$ cat config.mk
export PLATFORM = sky130hd
export DESIGN_NAME = unstrip_lane_ctrl
export DESIGN_NICKNAME = d
export VERILOG_FILES = /design/src/rtl/unstrip_lane_ctrl.sv
export SDC_FILE = /design/constraint.sdc
export NUM_CORES = 1
export LEC_CHECK = 0
export CORE_MARGIN = 2
export CORE_UTILIZATION = 45
export CTS_BUF_LIST = sky130_fd_sc_hd__clkbuf_8
export DETAILED_ROUTE_END_ITERATION = 12
export HOLD_SLACK_MARGIN = 0.06
export MAX_ROUTING_LAYER = met4
export PLACE_DENSITY = 0.86
export SLEW_MARGIN = 40
export SYNTH_ARGS = -nofsm -noshare
export SYNTH_HDL_FRONTEND = slang
export SYNTH_SLANG_ARGS = --single-unit
$ cat constraint.sdc
create_clock -name clk_2f -period 4.2 [get_ports clk_2f]
set_input_delay 1.05 -clock clk_2f [delete_from_list [all_inputs] [get_ports clk_2f]]
set_output_delay 1.05 -clock clk_2f [all_outputs]
set_load 0.01 [all_outputs]
$ cat src/rtl/unstrip_lane_ctrl.sv
// Two-lane unstrip sequencer: lane select and read enable for the byte-merge mux, with skew/slip detection and gap recovery.
// Optional traffic/error counters behind `UNSTRIP_CTRL_STATS_EN`; without it pair_count/err_count read 0.
module unstrip_lane_ctrl #(
  parameter int GAP_CYCLES = 4,
  parameter int CNT_W      = 16
) (
  input  logic             clk_2f,
  input  logic             reset,
  input  logic             valid_par_0,
  input  logic             valid_par_1,
  output logic             sel_lane,
  output logic             read_en,
  output logic             active,
  output logic             lane_err,
  output logic [CNT_W-1:0] pair_count,
  output logic [7:0]       err_count
);

  typedef enum logic [1:0] {IDLE, ARM, RUN, ERROR} state_t;

  localparam logic [3:0] GAP_LIM = 4'(GAP_CYCLES);

  state_t     state;
  logic [3:0] gap_cnt;
  logic [3:0] gap_nxt;
  logic       both;
  logic       none;
  logic       mism;
  logic       err_go;

  assign both    = valid_par_0 & valid_par_1;
  assign none    = ~valid_par_0 & ~valid_par_1;
  assign mism    = valid_par_0 ^ valid_par_1;
  assign gap_nxt = gap_cnt + 4'd1;
  assign read_en = (state == RUN) & both;

  // On the second half of a word (sel_lane=1) any loss of "both valid" is a phase slip.
  always_comb begin
    err_go = 1'b0;
    case (state)
      IDLE:    err_go = mism;
      ARM:     err_go = mism;
      RUN:     err_go = sel_lane ? ~both : mism;
      default: err_go = 1'b0;
    endcase
  end

  always_ff @(posedge clk_2f) begin
    if (reset) begin
      state    <= IDLE;
      sel_lane <= 1'b0;
      active   <= 1'b0;
      lane_err <= 1'b0;
      gap_cnt  <= 4'd0;
    end else if (err_go) begin
      state    <= ERROR;
      sel_lane <= 1'b0;
      active   <= 1'b0;
      lane_err <= 1'b1;
      gap_cnt  <= 4'd0;
    end else begin
      case (state)
        IDLE: begin
          if (both) state <= ARM;
        end
        ARM: begin
          if (both) begin
            state    <= RUN;
            sel_lane <= 1'b0;
            active   <= 1'b1;
          end else if (none) begin
            state <= IDLE;
          end
        end
        RUN: begin
          if (both) begin
            sel_lane <= ~sel_lane;
          end else begin
            state    <= IDLE;
            sel_lane <= 1'b0;
            active   <= 1'b0;
          end
        end
        ERROR: begin
          if (!none) begin
            gap_cnt <= 4'd0;
          end else if (gap_nxt == GAP_LIM) begin
            state    <= IDLE;
            lane_err <= 1'b0;
            gap_cnt  <= 4'd0;
          end else begin
            gap_cnt <= gap_nxt;
          end
        end
        default: state <= IDLE;
      endcase
    end
  end

`ifdef UNSTRIP_CTRL_STATS_EN
  logic pair_inc;

  assign pair_inc = (state == RUN) & sel_lane & both;

  always_ff @(posedge clk_2f) begin
    if (reset) begin
      pair_count <= '0;
      err_count  <= 8'd0;
    end else begin
      if (pair_inc) pair_count <= pair_count + CNT_W'(1);
      if (err_go && (err_count != 8'hFF)) err_count <= err_count + 8'd1;
    end
  end
`else
  assign pair_count = '0;
  assign err_count  = 8'd0;
`endif

endmodule

==> results of run 1 <==
worst min-delay path by stage:
stage	start	cells past startpoint	endpoint
floorplan	gap_cnt[1]	2	gap_cnt[1]
global placement	gap_cnt[1]	2	gap_cnt[1]
detailed placement	gap_cnt[1]	2	gap_cnt[1]
CTS	gap_cnt[1]	2	gap_cnt[1]
global route	gap_cnt[1]	2	gap_cnt[1]
finish	gap_cnt[1]	2	gap_cnt[1]
kinds of logic after synthesis:
family	count (synthesis)
flip-flops	9
adder cells (fa/ha/maj)	4
other	1
AND/OR/NAND/NOR	27
buffers and inverters	29
AO/OA/AOI/OAI	16
worst reg2reg max path, stage by stage, from the launching register on:
cell and delay [ns]:
dfxtp_1 0.52, nor2b_1 0.10, or4_1 0.65, a31oi_1 0.19
registers in the layout (all words and copies together) (netlist names):
name	count
state	2
active	1
sel_lane	1
lane_err	1
gap_cnt	4
cells in the mapped netlist:
library cell / instances / area, um^2
nand3_1: 3 / 15.0
a21oi_1: 6 / 30.0
conb_1: 1 / 3.75
nor2_1: 1 / 3.75
nor3_1: 1 / 5.00
nor3b_1: 3 / 22.5
o21ai_0: 3 / 15.0
or4_1: 1 / 7.51
a311oi_1: 1 / 8.76
and3_1: 1 / 6.26
or3b_2: 1 / 8.76
nand4b_1: 1 / 8.76
buf_4: 24 / 180
a21bo_2: 1 / 10.0
or3_1: 2 / 12.5
a31oi_1: 2 / 12.5
inv_1: 2 / 7.51
o21ba_2: 1 / 10.0
and2_1: 1 / 6.26
nand2_1: 5 / 18.8
buf_2: 3 / 15.0
nand4_1: 1 / 6.26
dfxtp_1: 9 / 180
nor2b_1: 2 / 12.5
a21o_1: 1 / 7.51
and3b_1: 2 / 17.5
nand3b_1: 1 / 7.51
ha_1: 4 / 50.1
o21a_1: 1 / 7.51
nor4bb_1: 1 / 10.0
power by group through the flow:
stage	combinational [mW]	sequential (mW)	clock, mW
after global placement	0.0429	0.102	0
after floorplan	0.0551	0.0960	0
after global routing	0.0496	0.102	0.106
after CTS	0.0441	0.100	0.0998
after detailed placement	0.0440	0.102	0
final	0.0442	0.100	0.0979
metrics by stage:
stage | instance area (um^2) | total power, mW | util [%] | setup slack [ns]
floorplan | 793 | 0.151 | - | 1.67
global placement | 688 | 0.145 | 46.2 | 0.644
detailed placement | 688 | 0.146 | 46.2 | 0.617
CTS | 733 | 0.244 | 49.2 | 0.614
global route | 733 | 0.257 | 49.2 | 0.538
finish | 733 | 0.243 | 49.2 | 0.619
area by class of cell:
| class | instances | area, um^2 |
|---|---|---|
| flip-flops and latches | 9 | 180 |
| multi-input cells | 71 | 410 |
| well taps | 16 | 20.0 |
| clock buffers | 3 | 41.3 |
| repair buffers | 7 | 70.1 |
| inverters | 2 | 7.51 |
| fillers | 147 | 756 |
| clock inverters | 1 | 3.75 |
routing by layer:
layer  vias to the layer above  GRT usage (%)  wire length, um
met1                       230           15.2              460
met3                         4           3.75               53
met5                         -              -                0
met2                        16           22.4              535
li1                        264              -                -
met4                         0           7.27               21
==> impl_metrics.csv, run 1 <==
group,metric,value,unit
power,power_density,331,mW/mm^2
drt,wl,1070,um
die,core,0.00149,mm^2
run_status,status,"complete, no violations",
setup_path,cp.arrival,2.53,ns
drt,ant_nets,0,
clocking,clk_pin_slew,0.05,ns
clocking,cts_buffer_depth,2,
setup_path,end_kind,"output port",
synth,synth_cell_types,30,
grt,antenna_found_initial,0,
die,io_pins,32,
placement,gp_congestion,0.767,
setup_path,slowest_delay,0.53,ns
sta,tns,0,ns
power,p_sw_share,28.5,%
setup_path,timing.rr.end,"gap_cnt[3]",
placement,hpwl,849,um
synth,synthAdderAreaFrac,7.08,%
sta,finalSetupViolations,0,
setup_path,crit_top_cell,"clkdlybuf4s50_1",
synth,synthSimpleGateAreaFrac,23.9,%
setup_path,crit_path_start_kind,"input pin",
die,start_util,47.5,%
clocking,cts_made_buffers,3,
die,fp.dieH,43.6,um
power,intPower,173,uW
sta,period_minus_slack,3.58,ns
sta,hold_violations,0,
synth,ys_ff_latch,9,
power,switchingPower,69.1,uW
synth,ys_warn_count,0,
finish,drive_gt1_share,6.45,%
clocking,hold_buffers,0,
drt,route.detailed.drc,0,
synth,synth.cell_area,707,um^2
synth,synth-compound-area-share,14.3,%
synth,synth.area.mux_share,0,%
placement,io_buffers,7,
grt,first_global_vias,461,
setup_path,cp_slowest_cell,"clkdlybuf4s50_1",
setup_path,cp.depth,4,
drt,drt-initial-drc-count,5,
sta,maxSlewViolCount,0,
synth,syn-instance-count,86,
finish,instances_no_fill,109,
finish,nNetsFinal,102,
drt,drt_pass1_iterations,2,
setup_path,worstPathMaxFanout,7,
die,chipWidth,43.6,um
drt,wl_per_cell,9.83,um
setup_path,crit_type,"input pin to output port",
setup_path,reg2reg_depth,3,
finish,layout_commonest_cell,"conb_1",
clocking,post_cts_resized,0,
power,seqPwrFrac,41.4,%
setup_path,path_delay_family,"buffers and inverters",
sta,rsz0062_at_grt,"false",
die,row_count,14,
clocking,h-tree-depth,1,
power,p_comb_share,18.2,%
hold_path,hold_class,"register to register",
grt,grt.total_usage,13.8,%
drt,avgViaCountPerCell,4.72,
clocking,clock_sinks,9,
synth,synth_top_family_by_area,"buffers and inverters",
flow_run,cap_violations,0,
power,leakagePower,0.322,nW
setup_path,critPathCapture,"read_en",
clocking,insertion_delay,0.23,ns
setup_path,r2r_setup_slack,2.66,ns
power,pwr-share-clk,40.3,%
sta,fin_crit_sh,85.3,%
synth,synth_seq_area_share,25.5,%
placement,dp.cells,105,
sta,holdWs,0.472,ns
setup_path,startpoint,"valid_par_0",
drt,dr_total_vias,514,
grt,grt_pass1_wl,1870,um
clocking,cts_setup_buffers,0,
power,vdd_drop_max,197,uV
setup_path,crit_buf_inv,2,
grt,gr-total-overflow,0,
clocking,cts_tree,"done",
synth,avgSynthCellArea,8.22,um^2
sta,max_freq,279,MHz
synth,synth_xor_area_share,0,%
finish,layout.cells.most_common_list,"conb_1, dfxtp_1, clkdlybuf4s50_1",
grt,grt_max_degree,15,
setup_path,r2r_start,"state[1]",
finish,diodes,0,
setup_path,crit_chain,"clkdlybuf4s50_1 -> ha_1 -> and3b_1 -> clkdlybuf4s50_1",
finish,area_growth_syn_to_layout,3.72,%
setup_path,worst_ep_required_time,3.15,ns
sta,finClkSkew,0.00244,ns
die,die_area,0.00190,mm^2
clocking,clock-root-buffer,"clkbuf_8",
Note: power is estimated with default switching activity, not from simulation.
==> inputs of run 2 (changes only) <==
- CTS_CLUSTER_SIZE: not set -> 20
- GPL_ROUTABILITY_DRIVEN: not set -> 1
==> results of run 2 <==
Final layout, timing and power as in run 1 (identical DEF).
==> inputs of run 3 (changes only) <==
- ABC_CLOCK_PERIOD_IN_PS: not set -> 3000
- CORE_UTILIZATION: 45 -> 38
- PLACE_DENSITY: 0.86 -> 0.77
- clock period: 4.2 -> 3 ns (I/O delays scaled with it)
==> impl_metrics.csv, run 3 (synthesized netlist as in run 1, its figures left out) <==
group,metric,value,unit
finish,multi_input_area,410,um^2
drt,route.detailed.drc,0,
finish,layout.cells.most_common_list,"conb_1, dfxtp_1, clkdlybuf4s50_1",
clocking,cts_made_buffers,3,
drt,ant_nets,0,
setup_path,r2r_start,"state[0]",
finish,diodes,0,
finish,fillers,179,
setup_path,cp.arrival,2.12,ns
hold_path,hold_start,"gap_cnt[1]",
setup_path,worstPathMaxFanout,3,
clocking,post_cts_resized,0,
sta,finalSetupViolations,0,
finish,layout_commonest_cell,"conb_1",
finish,top_regs,"gap_cnt: 4 flops, state: 2 flops",
setup_path,timing.rr.end,"gap_cnt[3]",
placement,gp_congestion,0.774,
finish,nNetsFinal,103,
setup_path,startpoint,"valid_par_1",
finish,drive_gt1_share,8.51,%
finish,seq_area,180,um^2
grt,grt_max_degree,15,
finish,regMostFlops,"gap_cnt",
setup_path,crit_path_start_kind,"input pin",
clocking,clock-root-buffer,"clkbuf_8",
drt,dr_total_vias,548,
sta,tns,0,ns
hold_path,hold_class,"register to register",
sta,maxSlewViolCount,0,
finish,area_growth_syn_to_layout,6.55,%
setup_path,worst_ep_required_time,2.25,ns
setup_path,reg2reg_depth,3,
sta,finClkSkew,0.00532,ns
clocking,clock_sinks,9,
hold_path,whs_endpoint,"gap_cnt[1]",
grt,grt_pass1_wl,1930,um
die,core,0.00175,mm^2
clocking,hold_buffers,0,
die,fp.dieH,47.1,um
sta,rsz0062_at_grt,"false",
grt,antenna_found_initial,0,
drt,wl_per_cell,9.55,um
sta,max_freq,348,MHz
power,vdd_drop_max,301,uV
setup_path,end_kind,"output port",
drt,drt-initial-drc-count,6,
clocking,cts_tree,"done",
placement,hpwl,885,um
die,die_area,0.00222,mm^2
placement,io_buffers,7,
drt,wl,1140,um
clocking,insertion_delay,0.24,ns
sta,fin_crit_sh,95.7,%
run_status,status,"complete, no violations",
die,row_count,15,
hold_path,min_path_cells,2,
die,io_pins,32,
finish,largest_register_ff_count,4,
drt,avgViaCountPerCell,4.61,
power,power_density,464,mW/mm^2
clocking,clk_pin_slew,0.05,ns
clocking,cts_setup_buffers,0,
setup_path,r2r_setup_slack,1.47,ns
setup_path,crit_type,"input pin to output port",
drt,drt_pass1_iterations,4,
sta,period_minus_slack,2.87,ns
grt,grt.total_usage,13.3,%
flow_run,cap_violations,0,
power,leakagePower,0.326,nW
sta,hold_violations,0,
die,chipWidth,47.1,um
grt,gr-total-overflow,0,
clocking,cts_buffer_depth,2,
finish,final_core_util,43.2,%
clocking,h-tree-depth,1,
grt,first_global_vias,464,
die,start_util,40.5,%
-- run 3: area by class of cell --
class                   count  share of cell area (%)
repair buffers              8                    10.3
inverters                   2                   0.997
multi-input cells          71                    54.5
clock buffers               3                    5.48
clock inverters             1                   0.664
well taps                  25                    4.15
flip-flops and latches      9                    23.9
-- run 3: worst max-delay path by stage --
stage                      end  slack, ns  cells after the start
floorplan           gap_cnt[3]       1.00                      6
global placement       read_en       0.13                      4
global route           read_en       0.08                      4
detailed placement     read_en       0.11                      4
CTS                    read_en       0.11                      4
finish                 read_en       0.13                      4
-- run 3: where the power goes --
part / total, mW / internal (mW) / switching (mW) / leakage, nW
logic: 0.0639 / 0.0276 / 0.0363 / 0.227
clock network: 0.145 / 0.0910 / 0.0536 / 0.0255
registers: 0.141 / 0.127 / 0.0141 / 0.0735
-- run 3: worst max-delay path: stages --
cell	delay, ns
clkdlybuf4s50_1	0.50
ha_1	0.18
and3b_1	0.15
clkdlybuf4s50_1	0.53
-- run 3: through the flow --
step | hold WS [ns] | power [mW] | cells | setup WS [ns] | cell area [um^2]
finish | 0.480 | 0.349 | 119 | 0.129 | 753
global route | 0.523 | 0.369 | 119 | 0.0776 | 753
CTS | 0.485 | 0.351 | 119 | 0.111 | 753
detailed placement | 0.476 | 0.206 | 115 | 0.111 | 707
global placement | 0.464 | 0.204 | 115 | 0.130 | 707
floorplan | 0.448 | 0.212 | 109 | 1.00 | 793
-- run 3: per-layer routing --
metal / GRT usage, % / vias to the layer above / wire (um)
li1: - / 267 / -
met1: 14.4 / 253 / 440
met2: 20.8 / 24 / 596
met3: 3.46 / 4 / 73
met4: 10.0 / 0 / 27
met5: - / - / 0
